==> config.mk <==
export PLATFORM = sky130hd
export DESIGN_NAME = regfile_wb_arbiter
export DESIGN_NICKNAME = d
export VERILOG_FILES = /design/src/rtl/regfile_wb_arbiter.sv
export SDC_FILE = /design/constraint.sdc
export NUM_CORES = 1
export LEC_CHECK = 0
export CORE_UTILIZATION = 50
export CTS_CLUSTER_SIZE = 40
export DETAILED_ROUTE_END_ITERATION = 8
export GPL_TIMING_DRIVEN = 0
export HOLD_SLACK_MARGIN = 0.06
export PLACE_DENSITY = 0.76
export SLEW_MARGIN = 20
export SYNTH_ARGS = -nofsm -noshare
export SYNTH_HDL_FRONTEND = slang
export SYNTH_SLANG_ARGS = --single-unit
==> constraint.sdc <==
create_clock -name clk -period 5.4 [get_ports clk]
set_clock_uncertainty 0.05 [all_clocks]
set_input_delay 1.08 -clock clk [delete_from_list [all_inputs] [get_ports clk]]
set_output_delay 1.08 -clock clk [all_outputs]
set_load 0.02 [all_outputs]
==> src/rtl/regfile_wb_arbiter.sv <==
// Round-robin arbiter that merges two writeback streams, each buffered by a small FIFO,
// onto one registered register-file write port. Define RF_WB_SCOREBOARD_EN to add `pending`.
module regfile_wb_arbiter #(
  parameter int unsigned DATA_W = 32,
  parameter int unsigned ADDR_W = 5,
  parameter int unsigned FIFO_D = 2
) (
  input  logic              clk,
  input  logic              rst,
  input  logic              a_valid,
  output logic              a_ready,
  input  logic [ADDR_W-1:0] a_addr,
  input  logic [DATA_W-1:0] a_data,
  input  logic              b_valid,
  output logic              b_ready,
  input  logic [ADDR_W-1:0] b_addr,
  input  logic [DATA_W-1:0] b_data,
  input  logic              wr_stall,
  output logic              wr_en,
  output logic [ADDR_W-1:0] wr_addr,
  output logic [DATA_W-1:0] wr_data,
  output logic              idle
`ifdef RF_WB_SCOREBOARD_EN
  ,
  output logic [(2**ADDR_W)-1:0] pending
`endif
);

  localparam int unsigned PW = $clog2(FIFO_D);
  localparam logic [PW:0] PtrOne = (PW + 1)'(1);

  typedef enum logic {PortA = 1'b0, PortB = 1'b1} port_e;

  // Index 0 is port A, index 1 is port B.
  logic [ADDR_W-1:0] q_addr [2][FIFO_D];
  logic [DATA_W-1:0] q_data [2][FIFO_D];
  logic [PW:0]       wptr_q [2];
  logic [PW:0]       rptr_q [2];
  logic [ADDR_W-1:0] in_addr [2];
  logic [DATA_W-1:0] in_data [2];
  logic [1:0]        full;
  logic [1:0]        empty;
  logic [1:0]        push;
  logic [1:0]        pop;
  logic              contended;
  logic              sel;
  logic [ADDR_W-1:0] head_addr;
  logic [DATA_W-1:0] head_data;
  port_e             rr_last_q;

  always_comb begin
    in_addr[0] = a_addr;
    in_addr[1] = b_addr;
    in_data[0] = a_data;
    in_data[1] = b_data;
    for (int p = 0; p < 2; p++) begin
      full[p]  = (wptr_q[p][PW] != rptr_q[p][PW]) &&
                 (wptr_q[p][PW-1:0] == rptr_q[p][PW-1:0]);
      empty[p] = (wptr_q[p] == rptr_q[p]);
    end
  end

  // Ready is forced low during reset so nothing is accepted while state is being cleared.
  assign a_ready = !rst && !full[0];
  assign b_ready = !rst && !full[1];
  assign push[0] = a_valid && a_ready;
  assign push[1] = b_valid && b_ready;

  always_comb begin
    pop       = 2'b00;
    contended = !empty[0] && !empty[1];
    if (!rst && !wr_stall) begin
      if (contended) begin
        if (rr_last_q == PortB) pop[0] = 1'b1;
        else                    pop[1] = 1'b1;
      end else if (!empty[0]) begin
        pop[0] = 1'b1;
      end else if (!empty[1]) begin
        pop[1] = 1'b1;
      end
    end
  end

  always_comb begin
    sel       = pop[1];
    head_addr = q_addr[sel][rptr_q[sel][PW-1:0]];
    head_data = q_data[sel][rptr_q[sel][PW-1:0]];
  end

  // Storage needs no reset; pointers alone define which entries are live.
  always_ff @(posedge clk) begin
    for (int p = 0; p < 2; p++) begin
      if (push[p]) begin
        q_addr[p][wptr_q[p][PW-1:0]] <= in_addr[p];
        q_data[p][wptr_q[p][PW-1:0]] <= in_data[p];
      end
    end
  end

  always_ff @(posedge clk) begin
    if (rst) begin
      for (int p = 0; p < 2; p++) begin
        wptr_q[p] <= '0;
        rptr_q[p] <= '0;
      end
      rr_last_q <= PortB;
      wr_en     <= 1'b0;
      wr_addr   <= '0;
      wr_data   <= '0;
    end else begin
      for (int p = 0; p < 2; p++) begin
        if (push[p]) wptr_q[p] <= wptr_q[p] + PtrOne;
        if (pop[p])  rptr_q[p] <= rptr_q[p] + PtrOne;
      end
      if (contended && (pop != 2'b00)) rr_last_q <= pop[0] ? PortA : PortB;
      // Address-0 entries are consumed but never strobed into the register file.
      wr_en <= (pop != 2'b00) && (head_addr != '0);
      if (pop != 2'b00) begin
        wr_addr <= head_addr;
        wr_data <= head_data;
      end
    end
  end

  assign idle = empty[0] && empty[1] && !wr_en;

`ifdef RF_WB_SCOREBOARD_EN
  always_comb begin : sb
    logic [PW-1:0] off;
    logic [PW:0]   cnt;
    pending = '0;
    for (int p = 0; p < 2; p++) begin
      cnt = wptr_q[p] - rptr_q[p];
      for (int i = 0; i < FIFO_D; i++) begin
        off = PW'(i) - rptr_q[p][PW-1:0];
        if ({1'b0, off} < cnt) pending[q_addr[p][i]] = 1'b1;
      end
    end
    if (wr_en) pending[wr_addr] = 1'b1;
    pending[0] = 1'b0;
  end
`endif

endmodule

==> results of run 1 <==
## critical path: cells and delay by family (launching register included)
family / cells / cell delay (ps)
XOR/XNOR: 1 / 170
buffers and inverters: 2 / 770
flip-flops: 1 / 400
AND/OR/NAND/NOR: 2 / 670
## cell type report
type                            instances  area, sq um
Sequential cell                       195         5470
Fill cell                             958         4580
Multi-Input combinational cell        204         1590
Timing Repair Buffer                  123         1300
Clock buffer                           18          429
Tap cell                              180          225
Clock inverter                         13          209
Buffer                                 23          131
Inverter                                1         3.75
## worst min-delay path by stage
stage,start,end,cells after the start
after floorplan,rr_last_q$_SDFFE_PP1P_,rr_last_q$_SDFFE_PP1P_,2
after CTS,wr_data[7]$_SDFFE_PP0P_,wr_data[7]$_SDFFE_PP0P_,2
after global placement,wr_data[2]$_SDFFE_PP0P_,wr_data[2]$_SDFFE_PP0P_,2
after detailed placement,wr_data[7]$_SDFFE_PP0P_,wr_data[7]$_SDFFE_PP0P_,2
final,wr_data[7]$_SDFFE_PP0P_,wr_data[7]$_SDFFE_PP0P_,2
after global routing,wr_data[7]$_SDFFE_PP0P_,wr_data[7]$_SDFFE_PP0P_,2
## per-layer routing
layer,share of wire,global-route usage,up-vias
met1,0.42,0.256,2000
met3,0.048,0.0524,19
li1,-,-,1931
met4,0.017,0.0772,0
met5,0,0,-
met2,0.51,0.350,125
## stage by stage
| step | util | cells | hold WS, ps | instance area, sq um | total power, uW |
|---|---|---|---|---|---|
| floorplan | - | 423 | 434 | 7170 | 2340 |
| global placement | 0.616 | 721 | 397 | 8580 | 2670 |
| detailed placement | 0.626 | 726 | 400 | 8720 | 2720 |
| CTS | 0.671 | 757 | 417 | 9360 | 4060 |
| global route | 0.671 | 757 | 442 | 9360 | 4170 |
| finish | 0.671 | 757 | 414 | 9360 | 4030 |
## sequential cells by signal (all words and copies together) (netlist names)
name and cells:
rr_last_q 1, wptr_q 4, q_data 128, q_addr 20, wr_en 1, rptr_q 4
wr_data 32, wr_addr 5
## cell usage in the layout, fill, tap and decap left out, drive strengths merged, types with 6 or more instances in the layout
master	n
nand2	35
o221ai	32
mux2i	79
nor2	16
xnor2	7
edfxtp	156
dfxtp	39
clkinv	6
clkbuf	29
clkdlybuf4s50	118
buf	17
## report_power, final
part | switching [uW] | internal [uW]
clock | 529 | 820
combinational | 425 | 372
sequential | 75.7 | 1810
total | 1030 | 3000
## kinds of logic (layout without fill, tap and decap cells)
logic type             count (synthesis)  in the layout  synth area share
AND/OR/NAND/NOR                       69             69            0.0422
flip-flops                           195            195             0.762
multiplexers                          79             79             0.110
AO/OA/AOI/OAI                         45             45            0.0530
XOR/XNOR                              11             11            0.0134
buffers and inverters                 24            178            0.0188
==> impl_metrics.py, run 1 <==
metrics = {
    "status": {
        "outcome": "finished, final reports clean",
    },
    "critical_path": {
        "start_kind": "flip-flop",
        "slowest_delay_ps": 610,
        "cp-end-kind": "output port",
        "criticalPathCategory": "flip-flop to output port",
        "worstPathMaxFanout": 7,
        "crit_arrival_ps": 2440,
        "r2r_start": "wptr_q[0][0]$_SDFFCE_PN0P_",
        "cp_cell_sequence": "buf_6, xor2_1, or4_4, nor2_1, clkdlybuf4s50_1",
        "cp-endpoint": "idle",
        "cp_slowest_cell": "clkdlybuf4s50_1",
        "rr_worst_depth": 6,
        "timing.rr.end": "q_data[0][49]$_DFFE_PP_",
        "startpoint": "rptr_q[1][0]$_SDFFCE_PN0P_",
        "reg2reg_slack_ps": 3030,
        "cp.required_ps": 4270,
    },
    "sta": {
        "setup_viol": 0,
        "layout_setup_ws_ps": 1830,
        "fmax_ghz": 0.280,
        "tightestPinTransition_ps": 837,
        "final.min_clock_period_ps": 3570,
        "maxSlewViolCount": 0,
        "rsz0062_at_grt": "no",
        "layout_worst_path_cycle_share": 0.661,
        "slew_headroom": 0.442,
        "hold_violations": 0,
        "setup-tns-final_ps": 0,
    },
    "clock_tree": {
        "cts_resized": 0,
        "h-tree-depth": 4,
        "numCtsBuffers": 17,
        "cts_hold_buffers": 0,
        "postCtsSetupRepairBufs": 0,
        "worstSkewPairLatency_ps": 440,
        "cts_tree": "done",
        "cts_buffer_depth": 2,
        "path_clk_slew_ps": 60,
        "cts-root-buf": "clkbuf_16",
        "numClockSinks": 195,
    },
    "synth": {
        "syn-cell-area_sq_um": 7170,
        "netlist_instances": 423,
        "synth_async_sr_flop_share": 0,
        "synth_ff_type": "edfxtp_1",
        "synth.area.top_cells": "edfxtp_1, mux2i_1, dfxtp_1, o221ai_1, nand2_1",
        "synth_top_area_cell": "edfxtp_1",
        "syn_nets": 502,
        "synth_cell_types": 28,
        "ys_seq_elements": 195,
        "synthTopCellsByCount": "edfxtp_1, mux2i_1, dfxtp_1",
        "syn_avg_cell_area_sq_um": 17.0,
        "synth_top_area_share": 0.653,
        "seq_area_frac_synth": 0.762,
        "synth_most_common_cell": "edfxtp_1",
        "yosysWarnings": 0,
        "synth-edff-count": 156,
    },
    "die": {
        "dieWidth_um": 122,
        "std_cell_rows": 43,
        "coreArea_sq_um": 13900,
        "pin_count": 120,
        "die_h_um": 122,
        "initial_core_util": 0.515,
        "dieArea_sq_um": 14800,
    },
    "power_and_ir_drop": {
        "p_leak_uw": 0.00327,
        "powerDensity_nw_per_um2": 431,
        "peakVddDrop_mv": 0.238,
    },
    "route": {
        "wl_per_cell_um": 19.1,
        "first_pass_iters": 7,
        "ant_nets": 0,
        "drc": 0,
        "vias": 4075,
        "viasPerCell": 5.38,
        "routed_wl_um": 14500,
        "first_iter_violations": 222,
    },
    "hold_path": {
        "hold_class": "flip-flop to flip-flop",
    },
    "grt": {
        "grt_max_degree": 26,
        "antenna_found_initial": 0,
        "grt_pass1_vias": 4228,
        "grt-ovfl-total": 0,
        "grtUsageTotal": 0.207,
        "grt_first_pass_wirelength_um": 22100,
    },
    "placed_design": {
        "place_ws_ps": 1980,
        "dp_hpwl_um": 9820,
        "placement.io_buffers": 118,
        "gp_routability_congestion": 0.805,
    },
    "layout": {
        "drive_gt1_frac": 0.0919,
        "syn2layout_area_growth_pct": 30.5,
        "num_antenna_cells": 0,
        "nets": 644,
    },
    "job": {
        "drv_cap": 0,
    },
}
(Power assumes the default switching activity.)
==> inputs of run 2 (changes only) <==
Clock period 5.4 ns to 3.7 ns, I/O delays scaled along.
==> results of run 2 <==
Same layout as run 1 (identical final DEF). Status: finished, final reports clean.
Main changes from that run: setup slack after placement 1980 ps -> 923 ps; setup slack after layout 1830 ps -> 472 ps; register-to-register setup slack 3030 ps -> 1330 ps; total power 4030 uW -> 5880 uW; worst IR drop on VDD 0.238 mV -> 0.348 mV
